[src/rtl/dma_apb_slave_pkg.sv]
// Shared constants for the DMA APB completer.
// Holds the FSM width and state encodings used by dma_apb_slave. The states
// are plain localparam constants so that legacy code can compare against them
// directly. Also holds the width of the wait-state counter.
// No ports; this file is imported by the top module and the register file.
package dma_apb_slave_pkg;

    localparam int DMA_APB_SLV_FSM_WIDTH = 2;

    localparam logic [DMA_APB_SLV_FSM_WIDTH-1:0] FSM_DMA_APB_SLV_IDLE   = 2'd0;
    localparam logic [DMA_APB_SLV_FSM_WIDTH-1:0] FSM_DMA_APB_SLV_WAIT   = 2'd1;
    localparam logic [DMA_APB_SLV_FSM_WIDTH-1:0] FSM_DMA_APB_SLV_ACCESS = 2'd2;

    // Wait-state counter width; it covers the range 0..15.
    localparam int DMA_APB_SLV_CNT_WIDTH = 4;

endpackage

[src/rtl/dma_apb_slv_regfile.sv]
// Register bank for the DMA APB completer.
// Holds REG_NUM words of DATA_WIDTH bits. Entry 0 is a read-only ID constant.
// All other entries are read/write through a single write port. A single
// combinational read port is also provided.
// Ports:
//   clk      - clock
//   rst      - synchronous active-high reset; clears all writable entries
//   wr_en    - write strobe
//   wr_idx   - word index written when wr_en is high
//   wr_data  - data written
//   rd_idx   - word index read
//   rd_data  - read data (ID_VALUE when rd_idx is 0)
module dma_apb_slv_regfile
    import dma_apb_slave_pkg::*;
#(
    parameter int                    REG_NUM    = 8,
    parameter int                    DATA_WIDTH = 16,
    parameter logic [DATA_WIDTH-1:0] ID_VALUE   = 16'hD0A1
) (
    input  logic                       clk,
    input  logic                       rst,
    input  logic                       wr_en,
    input  logic [$clog2(REG_NUM)-1:0] wr_idx,
    input  logic [DATA_WIDTH-1:0]      wr_data,
    input  logic [$clog2(REG_NUM)-1:0] rd_idx,
    output logic [DATA_WIDTH-1:0]      rd_data
);

    logic [DATA_WIDTH-1:0] regs [REG_NUM];

    // Entry 0 is never written. The index check here is kept even though the
    // top module already filters out index 0, so the ID cannot be disturbed.
    always_ff @(posedge clk) begin
        if (rst) begin
            for (int i = 0; i < REG_NUM; i++) begin
                regs[i] <= '0;
            end
        end else if (wr_en && (wr_idx != '0)) begin
            regs[wr_idx] <= wr_data;
        end
    end

    assign rd_data = (rd_idx == '0) ? ID_VALUE : regs[rd_idx];

endmodule

[src/rtl/dma_apb_slave.sv]
// APB completer that terminates transfers issued by the DMA APB initiator.
// It decodes the encoded select bus against SLV_INDEX. It then inserts
// WAIT_CYCLES wait states and serves a word-addressed register bank. Entry 0
// of the bank is a read-only ID. Each committed register write raises a
// one-cycle notification for the backend.
// Optional feature: define DMA_APB_SLV_PSLVERR_EN to drive o_pslverr for
// out-of-range accesses and for writes to the ID register. When the macro is
// undefined, o_pslverr is tied low. Those accesses are then dropped silently:
// reads return 0 and writes are ignored.
// Ports:
//   pclk       - clock
//   preset     - synchronous active-high reset
//   i_psel     - encoded slave select
//   i_psel_vld - select bus valid (PSEL)
//   i_penable  - APB access phase
//   i_pwrite   - 1 = write, 0 = read
//   i_paddr    - byte address
//   i_pwdata   - write data
//   o_pready   - transfer completes this cycle
//   o_prdata   - read data, valid while o_pready is high
//   o_pslverr  - error response, qualified by o_pready
//   o_reg_wr   - one-cycle pulse after a register write commits
//   o_reg_idx  - index of the committed write
module dma_apb_slave
    import dma_apb_slave_pkg::*;
#(
    parameter int                        APB_SVL        = 4,
    parameter int                        APB_ADDR_WIDTH = 16,
    parameter int                        APB_DATA_WIDTH = 16,
    parameter int                        SLV_INDEX      = 0,
    parameter int                        REG_NUM        = 8,
    parameter int                        WAIT_CYCLES    = 0,
    parameter logic [APB_DATA_WIDTH-1:0] ID_VALUE       = 16'hD0A1
) (
    input  logic                        pclk,
    input  logic                        preset,
    input  logic [$clog2(APB_SVL)-1:0]  i_psel,
    input  logic                        i_psel_vld,
    input  logic                        i_penable,
    input  logic                        i_pwrite,
    input  logic [APB_ADDR_WIDTH-1:0]   i_paddr,
    input  logic [APB_DATA_WIDTH-1:0]   i_pwdata,
    output logic                        o_pready,
    output logic [APB_DATA_WIDTH-1:0]   o_prdata,
    output logic                        o_pslverr,
    output logic                        o_reg_wr,
    output logic [$clog2(REG_NUM)-1:0]  o_reg_idx
);

    localparam int SEL_W    = $clog2(APB_SVL);
    localparam int IDX_W    = $clog2(REG_NUM);
    localparam int ADDR_LSB = $clog2(APB_DATA_WIDTH / 8);
    localparam int IDX_HI   = ADDR_LSB + IDX_W;

    localparam logic [SEL_W-1:0]                 SLV_SEL  = SEL_W'(SLV_INDEX);
    localparam logic [DMA_APB_SLV_CNT_WIDTH-1:0] WAIT_CNT = DMA_APB_SLV_CNT_WIDTH'(WAIT_CYCLES);

    logic                             sel;
    logic [IDX_W-1:0]                 idx;
    logic                             oor;
    logic [DMA_APB_SLV_FSM_WIDTH-1:0] state;
    logic [DMA_APB_SLV_CNT_WIDTH-1:0] cnt;
    logic [IDX_W-1:0]                 idx_q;
    logic                             oor_q;
    logic                             write_q;
    logic                             commit;
    logic [APB_DATA_WIDTH-1:0]        rd_data;

    assign sel = i_psel_vld && (i_psel == SLV_SEL);
    assign idx = i_paddr[ADDR_LSB +: IDX_W];

    // Any address bit above the register window makes the access out of
    // range. The byte-offset bits below ADDR_LSB are ignored.
    assign oor = (i_paddr >> IDX_HI) != '0;

    // Ready is held low during reset. A reset that lands in ACCESS therefore
    // never shows a completion to the initiator.
    assign o_pready = (state == FSM_DMA_APB_SLV_ACCESS) && sel && i_penable && !preset;

    // Index 0 holds the ID and out-of-range addresses alias nothing, so
    // neither may reach the register bank.
    assign commit = o_pready && i_pwrite && !oor_q && (idx_q != '0);

`ifdef DMA_APB_SLV_PSLVERR_EN
    assign o_pslverr = o_pready && (oor_q || (i_pwrite && (idx_q == '0)));
`else
    assign o_pslverr = 1'b0;
`endif

    // Transfer FSM. The address and direction are captured at the setup
    // phase. Later address changes during the stall therefore do not matter.
    // An access phase with no preceding setup is ignored.
    always_ff @(posedge pclk) begin
        if (preset) begin
            state   <= FSM_DMA_APB_SLV_IDLE;
            cnt     <= '0;
            idx_q   <= '0;
            oor_q   <= 1'b0;
            write_q <= 1'b0;
        end else begin
            case (state)
                FSM_DMA_APB_SLV_IDLE: begin
                    if (sel && !i_penable) begin
                        state   <= FSM_DMA_APB_SLV_WAIT;
                        cnt     <= WAIT_CNT;
                        idx_q   <= idx;
                        oor_q   <= oor;
                        write_q <= i_pwrite;
                    end
                end
                FSM_DMA_APB_SLV_WAIT: begin
                    if (!sel) begin
                        state <= FSM_DMA_APB_SLV_IDLE;
                    end else if (cnt == '0) begin
                        state <= FSM_DMA_APB_SLV_ACCESS;
                    end else begin
                        cnt <= cnt - 1'b1;
                    end
                end
                FSM_DMA_APB_SLV_ACCESS: begin
                    if (!sel || o_pready) begin
                        state <= FSM_DMA_APB_SLV_IDLE;
                    end
                end
                default: begin
                    state <= FSM_DMA_APB_SLV_IDLE;
                end
            endcase
        end
    end

    // Read data is captured once, as the FSM enters ACCESS. It then stays
    // stable for the whole access phase and holds until the next read.
    always_ff @(posedge pclk) begin
        if (preset) begin
            o_prdata <= '0;
        end else if ((state == FSM_DMA_APB_SLV_WAIT) && sel && (cnt == '0) && !write_q) begin
            o_prdata <= oor_q ? '0 : rd_data;
        end
    end

    // The backend notification follows the commit edge by one cycle.
    // The reported index stays valid until the next commit.
    always_ff @(posedge pclk) begin
        if (preset) begin
            o_reg_wr  <= 1'b0;
            o_reg_idx <= '0;
        end else begin
            o_reg_wr <= commit;
            if (commit) begin
                o_reg_idx <= idx_q;
            end
        end
    end

    dma_apb_slv_regfile #(
        .REG_NUM    (REG_NUM),
        .DATA_WIDTH (APB_DATA_WIDTH),
        .ID_VALUE   (ID_VALUE)
    ) u_regfile (
        .clk     (pclk),
        .rst     (preset),
        .wr_en   (commit),
        .wr_idx  (idx_q),
        .wr_data (i_pwdata),
        .rd_idx  (idx_q),
        .rd_data (rd_data)
    );

endmodule

[config.mk]
export PLATFORM = sky130hd
export DESIGN_NAME = dma_apb_slave
export DESIGN_NICKNAME = d
export VERILOG_FILES = /design/src/rtl/dma_apb_slave_pkg.sv /design/src/rtl/dma_apb_slv_regfile.sv /design/src/rtl/dma_apb_slave.sv
export SDC_FILE = /design/constraint.sdc
export NUM_CORES = 1
export LEC_CHECK = 0
export ABC_AREA = 0
export BUFFER_PORTS_ARGS = -buffer_cell sky130_fd_sc_hd__clkbuf_2
export CAP_MARGIN = 20
export CORE_ASPECT_RATIO = 1.75
export CORE_UTILIZATION = 30
export CTS_CLUSTER_SIZE = 40
export DETAILED_ROUTE_END_ITERATION = 12
export PLACE_DENSITY = 0.49
export SLEW_MARGIN = 10
export SYNTH_ARGS = -nofsm -noshare
export SYNTH_HDL_FRONTEND = slang
export SYNTH_SLANG_ARGS = --single-unit
export TNS_END_PERCENT = 30
[constraint.sdc]
create_clock -name pclk -period 2.1 [get_ports pclk]
set_input_delay 0.42 -clock pclk [delete_from_list [all_inputs] [get_ports pclk]]
set_output_delay 0.42 -clock pclk [all_outputs]
set_load 0.02 [all_outputs]
==> impl_metrics.env, run 1 <==
export IMPL_placementRows=74
export IMPL_synth_edf_count=128
export IMPL_rsz0062_at_grt="no"
export IMPL_crit_type="reg -> reg"
export IMPL_ys_flop_type="edfxtp_1"
export IMPL_grt_pass1_wl_um=25600
export IMPL_status="finished, final reports clean"
export IMPL_total_leakage_power_uw=0.00324
export IMPL_path_delay_family="compound AO/OA/AOI/OAI gates"
export IMPL_n_antenna_cell=0
export IMPL_reg2reg_slack_ps=250
export IMPL_yosysMostFrequentCell="edfxtp_1"
export IMPL_grt_max_degree=40
export IMPL_drt_iter0_markers=177
export IMPL_clkSlewWorstSetupHoldPaths_ps=60
export IMPL_drv_cap=0
export IMPL_nFillCells=2188
export IMPL_crit_chain="inv_1 -> ha_1 -> nor3b_1 -> a31oi_2 -> buf_8 -> a22o_1"
export IMPL_clk_latency_ps=430
export IMPL_antenna_found_initial=0
export IMPL_detail_route_antenna_nets=0
export IMPL_r2r_start="cnt[0]"
export IMPL_ys_ff_latch=162
export IMPL_ys_warnings_count=0
export IMPL_hpwl_um=10700
export IMPL_area_growth_pct=21.2
export IMPL_critical_path_max_fanout=12
export IMPL_synth_cell_types=47
export IMPL_cp_arrival_ps=2170
export IMPL_io_pins=61
export IMPL_coreArea_um2=23200
export IMPL_whs_path_depth=3
export IMPL_clockBufferDepth=2
export IMPL_routed_wirelength_um=16600
export IMPL_yosysSeqAreaShare_pct=63.8
export IMPL_min_from="i_psel_vld"
export IMPL_syn_inst=464
export IMPL_worstSetupStartpointType="register"
export IMPL_period_share_pct=88.2
export IMPL_hold_path_end="state[1]"
export IMPL_die_w_um=118
export IMPL_synth_common_cells="edfxtp_1 (128), and2_1 (113), dfxtp_1 (34)"
export IMPL_fin_crit_ps=1850
export IMPL_gp_congestion=0.694
export IMPL_peakVddDrop_uv=394
export IMPL_h_tree_depth=4
export IMPL_synth_top_area_share_pct=54.2
export IMPL_cts_resized=0
export IMPL_detail_route_wl_per_cell_um=19.0
export IMPL_required_ps=2410
export IMPL_ctsHoldBuffers=0
export IMPL_slew_viol_final=0
export IMPL_cp_slowest_cell="nor3b_1"
export IMPL_drc=0
export IMPL_overflow=0
export IMPL_netlist_area_um2=7090
export IMPL_root_buffer="clkbuf_16"
export IMPL_dpl_cell_area_um2=7980
export IMPL_vias_per_cell=4.66
export IMPL_track_usage_pct=14.6
export IMPL_drive_above_1_share_pct=30.4
export IMPL_setup_violations=0
export IMPL_fp_dieArea_um2=24300
export IMPL_min_path_type="in -> reg"
export IMPL_max_clock_freq_ghz=0.540
export IMPL_grt_pass1_vias=4433
export IMPL_async_flop_share_pct=0
export IMPL_r2r_end="o_prdata[8]"
export IMPL_syn_area_per_cell_um2=15.3
export IMPL_stdcell_area_um2=8590
export IMPL_start_util_pct=30.5
export IMPL_synth_largest_area_cell="edfxtp_1"
export IMPL_worst_path_buf_inv=2
export IMPL_port_buffers=58
export IMPL_cts_tree="built"
export IMPL_vias=4069
export IMPL_cts_setup_buffers=0
export IMPL_synth_area_leaders="edfxtp_1 (54%), and2_1 (10%), dfxtp_1 (9.6%), mux4_2 (5.7%), mux2_2 (3.5%)"
export IMPL_powerDensity_nw_per_um2=833
export IMPL_fin_worst_skew_ps=8.81
export IMPL_final_nets=598
export IMPL_die_height_um=205
export IMPL_first_pass_iters=4
export IMPL_finalHoldViolCount=0
export IMPL_numCtsBuffers=17
export IMPL_cts_sinks=162
export IMPL_max_stage_delay_ps=380
export IMPL_r2r_cells=6
export IMPL_end_kind="register"
export IMPL_setup_tns_final_ps=0
==> flip-flops by register name, summed over array words and instances (netlist names), named ones only <==
register / flops
oor_q: 1
cnt: 4
u_regfile.regs: 128
o_prdata: 16
o_reg_idx: 3
o_reg_wr: 1
state: 2
idx_q: 3
write_q: 1
==> per-stage QoR <==
step	setup WS, ps	total power [uW]	hold slack [ps]	util (%)	cells
2_1_floorplan	101	3830	437	-	480
3_3_place_gp	12.6	4000	465	34.3	841
3_5_place_dp	95.4	4020	462	34.3	842
4_1_cts	178	7240	233	37.0	874
5_1_grt	80.8	7380	269	37.0	874
6_report	247	7160	249	37.0	874
==> report_power, final <==
group          internal (uW)  switching, uW  total (uW)
clock                   1940           1280        3220
sequential              3550           29.3        3580
combinational            158            198         357
total                   5650           1510        7160
==> cell families (layout without fill, tap and decap cells) <==
| group | after synthesis | count (layout) | synth area share [%] |
|---|---|---|---|
| simple gates | 185 | 185 | 16.7 |
| flops | 162 | 162 | 63.8 |
| mux | 54 | 54 | 13.0 |
| compound gates | 30 | 30 | 3.28 |
| buf+inv | 28 | 118 | 2.49 |
| fa+ha+maj | 2 | 2 | 0.353 |
| xor+xnor | 2 | 2 | 0.247 |
| other cells | 1 | 17 | 0.0529 |
==> placed cells by master (no fill, tap or decap), types with 8 or more instances in the layout <==
| master | count |
|---|---|
| a22o_1 | 16 |
| and2_1 | 113 |
| buf_12 | 10 |
| buf_4 | 14 |
| clkbuf_16 | 18 |
| clkbuf_2 | 58 |
| conb_1 | 17 |
| dfxtp_1 | 34 |
| edfxtp_1 | 128 |
| mux2_2 | 22 |
| mux4_1 | 8 |
| mux4_2 | 18 |
| nand2_1 | 8 |
| nand3_1 | 9 |
| nor2_1 | 12 |
==> worst reg2reg max path, cell delays in order (launching register included) <==
cell and delay (ps):
dfxtp_1 320, inv_1 120, ha_1 170, nor3b_1 380
a31oi_2 290, buf_8 230, a22o_1 240
==> layout make-up <==
cell class	count	area, um^2	share of cell area [%]
Tap cell	304	380	4.43
Multi-Input combinational cell	290	2450	28.6
Sequential cell	162	4520	52.6
Clock buffer	20	458	5.33
Clock inverter	12	155	1.81
Timing Repair Buffer	83	611	7.10
Inverter	3	11.3	0.131
==> worst max-delay path by stage <==
stage,start,to,slack [ps],depth (start not counted)
floorplan,i_psel[1],u_regfile.regs[4][0],100,4
global placement,cnt[0],o_prdata[2],10,5
detailed placement,preset,u_regfile.regs[4][6],100,6
CTS,cnt[0],o_prdata[8],180,6
global route,cnt[0],o_prdata[8],80,6
finish,cnt[0],o_prdata[8],250,6
==> routing by layer <==
metal  share of wire [%]  up-vias  global-route usage [%]
li1                    -     1899                       -
met1                  39     2073                    15.3
met2                  57       79                    28.3
met3                 2.8       18                    2.91
met4                 1.6        0                    5.72
met5                   0        -                       0
Note: power is estimated with default switching activity, not from simulation.
==> run 2, diff against run 1 <==
--- a/config.mk
+++ b/config.mk
@@ -8,7 +8,7 @@
 export ABC_AREA = 0
 export BUFFER_PORTS_ARGS = -buffer_cell sky130_fd_sc_hd__clkbuf_2
 export CAP_MARGIN = 20
-export CORE_ASPECT_RATIO = 1.75
+export CORE_ASPECT_RATIO = 1.25
 export CORE_UTILIZATION = 30
 export CTS_CLUSTER_SIZE = 40
 export DETAILED_ROUTE_END_ITERATION = 12
==> run 2 against run 1 <==
Clock skew increased by 1.3 ps. Setup slack improved by 42 ps. Die area about the same. Combinational power decreased by 3%. Cell area decreased by 0.82%. Core utilization decreased by 0.11 points. Critical endpoint is now u_regfile.regs[1][1]. Largest cell class unchanged.
==> impl_metrics.env, run 2 (synthesized netlist as in run 1, its figures left out) <==
export IMPL_status="finished, final reports clean"
export IMPL_peakVddDrop_uv=570
export IMPL_numCtsBuffers=17
export IMPL_regMostFlops="u_regfile.regs"
export IMPL_first_pass_iters=4
export IMPL_area_growth_pct=20.2
export IMPL_detail_route_wl_per_cell_um=17.6
export IMPL_reg_top3="u_regfile.regs (128), o_prdata (16), cnt (4)"
export IMPL_drt_iter0_markers=253
export IMPL_layout_commonest_cell="edfxtp_1"
export IMPL_cts_resized=0
export IMPL_p_seq_share_pct=52.4
export IMPL_stdcell_area_um2=8520
export IMPL_max_clock_freq_ghz=0.552
export IMPL_seqCellArea_um2=4520
export IMPL_cp_slowest_cell="dfxtp_1"
export IMPL_hpwl_um=10300
export IMPL_die_w_um=139
export IMPL_vias_per_cell=4.63
export IMPL_reg2reg_slack_ps=290
export IMPL_slew_viol_final=0
export IMPL_rsz0062_at_grt="no"
export IMPL_dpl_cell_area_um2=7970
export IMPL_path_delay_family="simple AND/OR/NAND/NOR gates"
export IMPL_cts_tree="built"
export IMPL_antenna_found_initial=0
export IMPL_required_ps=2230
export IMPL_cts_setup_buffers=0
export IMPL_nFillCells=2220
export IMPL_coreArea_um2=23100
export IMPL_finalHoldViolCount=0
export IMPL_routed_wirelength_um=15200
export IMPL_worstSetupStartpointType="register"
export IMPL_cp_arrival_ps=1940
export IMPL_clk_latency_ps=430
export IMPL_end_kind="register"
export IMPL_fin_worst_skew_ps=10.1
export IMPL_track_usage_pct=13.4
export IMPL_worst_path_buf_inv=1
export IMPL_period_share_pct=86.2
export IMPL_setup_violations=0
export IMPL_io_pins=61
export IMPL_placementRows=62
export IMPL_multi_input_comb_area_um2=2450
export IMPL_comb_power_share_pct=5.0
export IMPL_fin_util_pct=36.9
export IMPL_drv_cap=0
export IMPL_crit_chain="and4b_1 -> nand3_2 -> nor3_2 -> or2_2 -> buf_4"
export IMPL_grt_pass1_vias=4309
export IMPL_clockBufferDepth=2
export IMPL_port_buffers=58
export IMPL_vias=4005
export IMPL_pwr_share_clk_pct=42.6
export IMPL_grt_max_degree=40
export IMPL_critical_path_max_fanout=10
export IMPL_power_switching_uw=1530
export IMPL_root_buffer="clkbuf_16"
export IMPL_grt_pass1_wl_um=23700
export IMPL_total_leakage_power_uw=0.00324
export IMPL_cts_sinks=162
export IMPL_drc=0
export IMPL_n_antenna_cell=0
export IMPL_start_util_pct=30.7
export IMPL_crit_type="reg -> reg"
export IMPL_p_int_uw=5310
export IMPL_detail_route_antenna_nets=0
export IMPL_die_height_um=174
export IMPL_power_total_uw=6840
export IMPL_h_tree_depth=4
export IMPL_fin_crit_ps=1810
export IMPL_gp_congestion=0.728
export IMPL_powerDensity_nw_per_um2=802
export IMPL_p_sw_share_pct=22.4
export IMPL_ctsHoldBuffers=0
export IMPL_final_nets=605
export IMPL_min_path_type="in -> reg"
export IMPL_overflow=0
export IMPL_largest_register_ffs=128
export IMPL_final_cell_mix="edfxtp_1 (128), and2_1 (113), clkbuf_2 (58)"
export IMPL_fin_hold_ws_ps=240
export IMPL_setup_tns_final_ps=0
export IMPL_max_stage_delay_ps=410
export IMPL_clkSlewWorstSetupHoldPaths_ps=60
export IMPL_drive_above_1_share_pct=31.4
export IMPL_fp_dieArea_um2=24300
## run 2: final timing paths
kind | start | end | cells after the start
worst min register to register | oor_q | oor_q | 2
worst min-delay path | i_psel_vld | state[1] | 3
worst max register to register | state[1] | u_regfile.regs[1][1] | 5
worst max-delay path | state[1] | u_regfile.regs[1][1] | 5
## run 2: layout make-up
| class | instances | share of cell area [%] |
|---|---|---|
| clock buffers | 20 | 5.36 |
| clock inverters | 12 | 1.16 |
| inverters | 3 | 0.132 |
| multi-input cells | 290 | 28.8 |
| flip-flops and latches | 162 | 53.1 |
| well taps | 288 | 4.23 |
| repair buffers | 90 | 7.25 |
## run 2: routing by layer
metal | global-route usage (%) | part of all wire [%] | wire length (um) | vias to the layer above
met4 | 6.99 | 2.7 | 405 | 0
met3 | 2.71 | 3.2 | 491 | 30
met2 | 24.8 | 54 | 8200 | 93
met5 | 0 | 0 | 0 | -
met1 | 14.2 | 40 | 6110 | 1957
li1 | - | - | - | 1925
## run 2: worst reg2reg max path: stages, from the launching register on
cell and delay (ps):
dfxtp_1 410, and4b_1 340, nand3_2 170, nor3_2 210, or2_2 160, buf_4 210
## run 2: through the flow
| step | setup WS [ps] | instances |
|---|---|---|
| after floorplan | 101 | 480 |
| after global placement | 155 | 833 |
| after detailed placement | 118 | 833 |
| after CTS | 239 | 865 |
| after global routing | 120 | 865 |
| final | 289 | 865 |
## run 2: power by group through the flow
| stage | clock (uW) | sequential (uW) | combinational (uW) |
|---|---|---|---|
| final | 2910 | 3580 | 345 |
| after global placement | 0 | 3650 | 344 |
| after global routing | 3080 | 3590 | 375 |
| after floorplan | 0 | 3640 | 189 |
| after detailed placement | 0 | 3650 | 350 |
| after CTS | 2970 | 3580 | 352 |
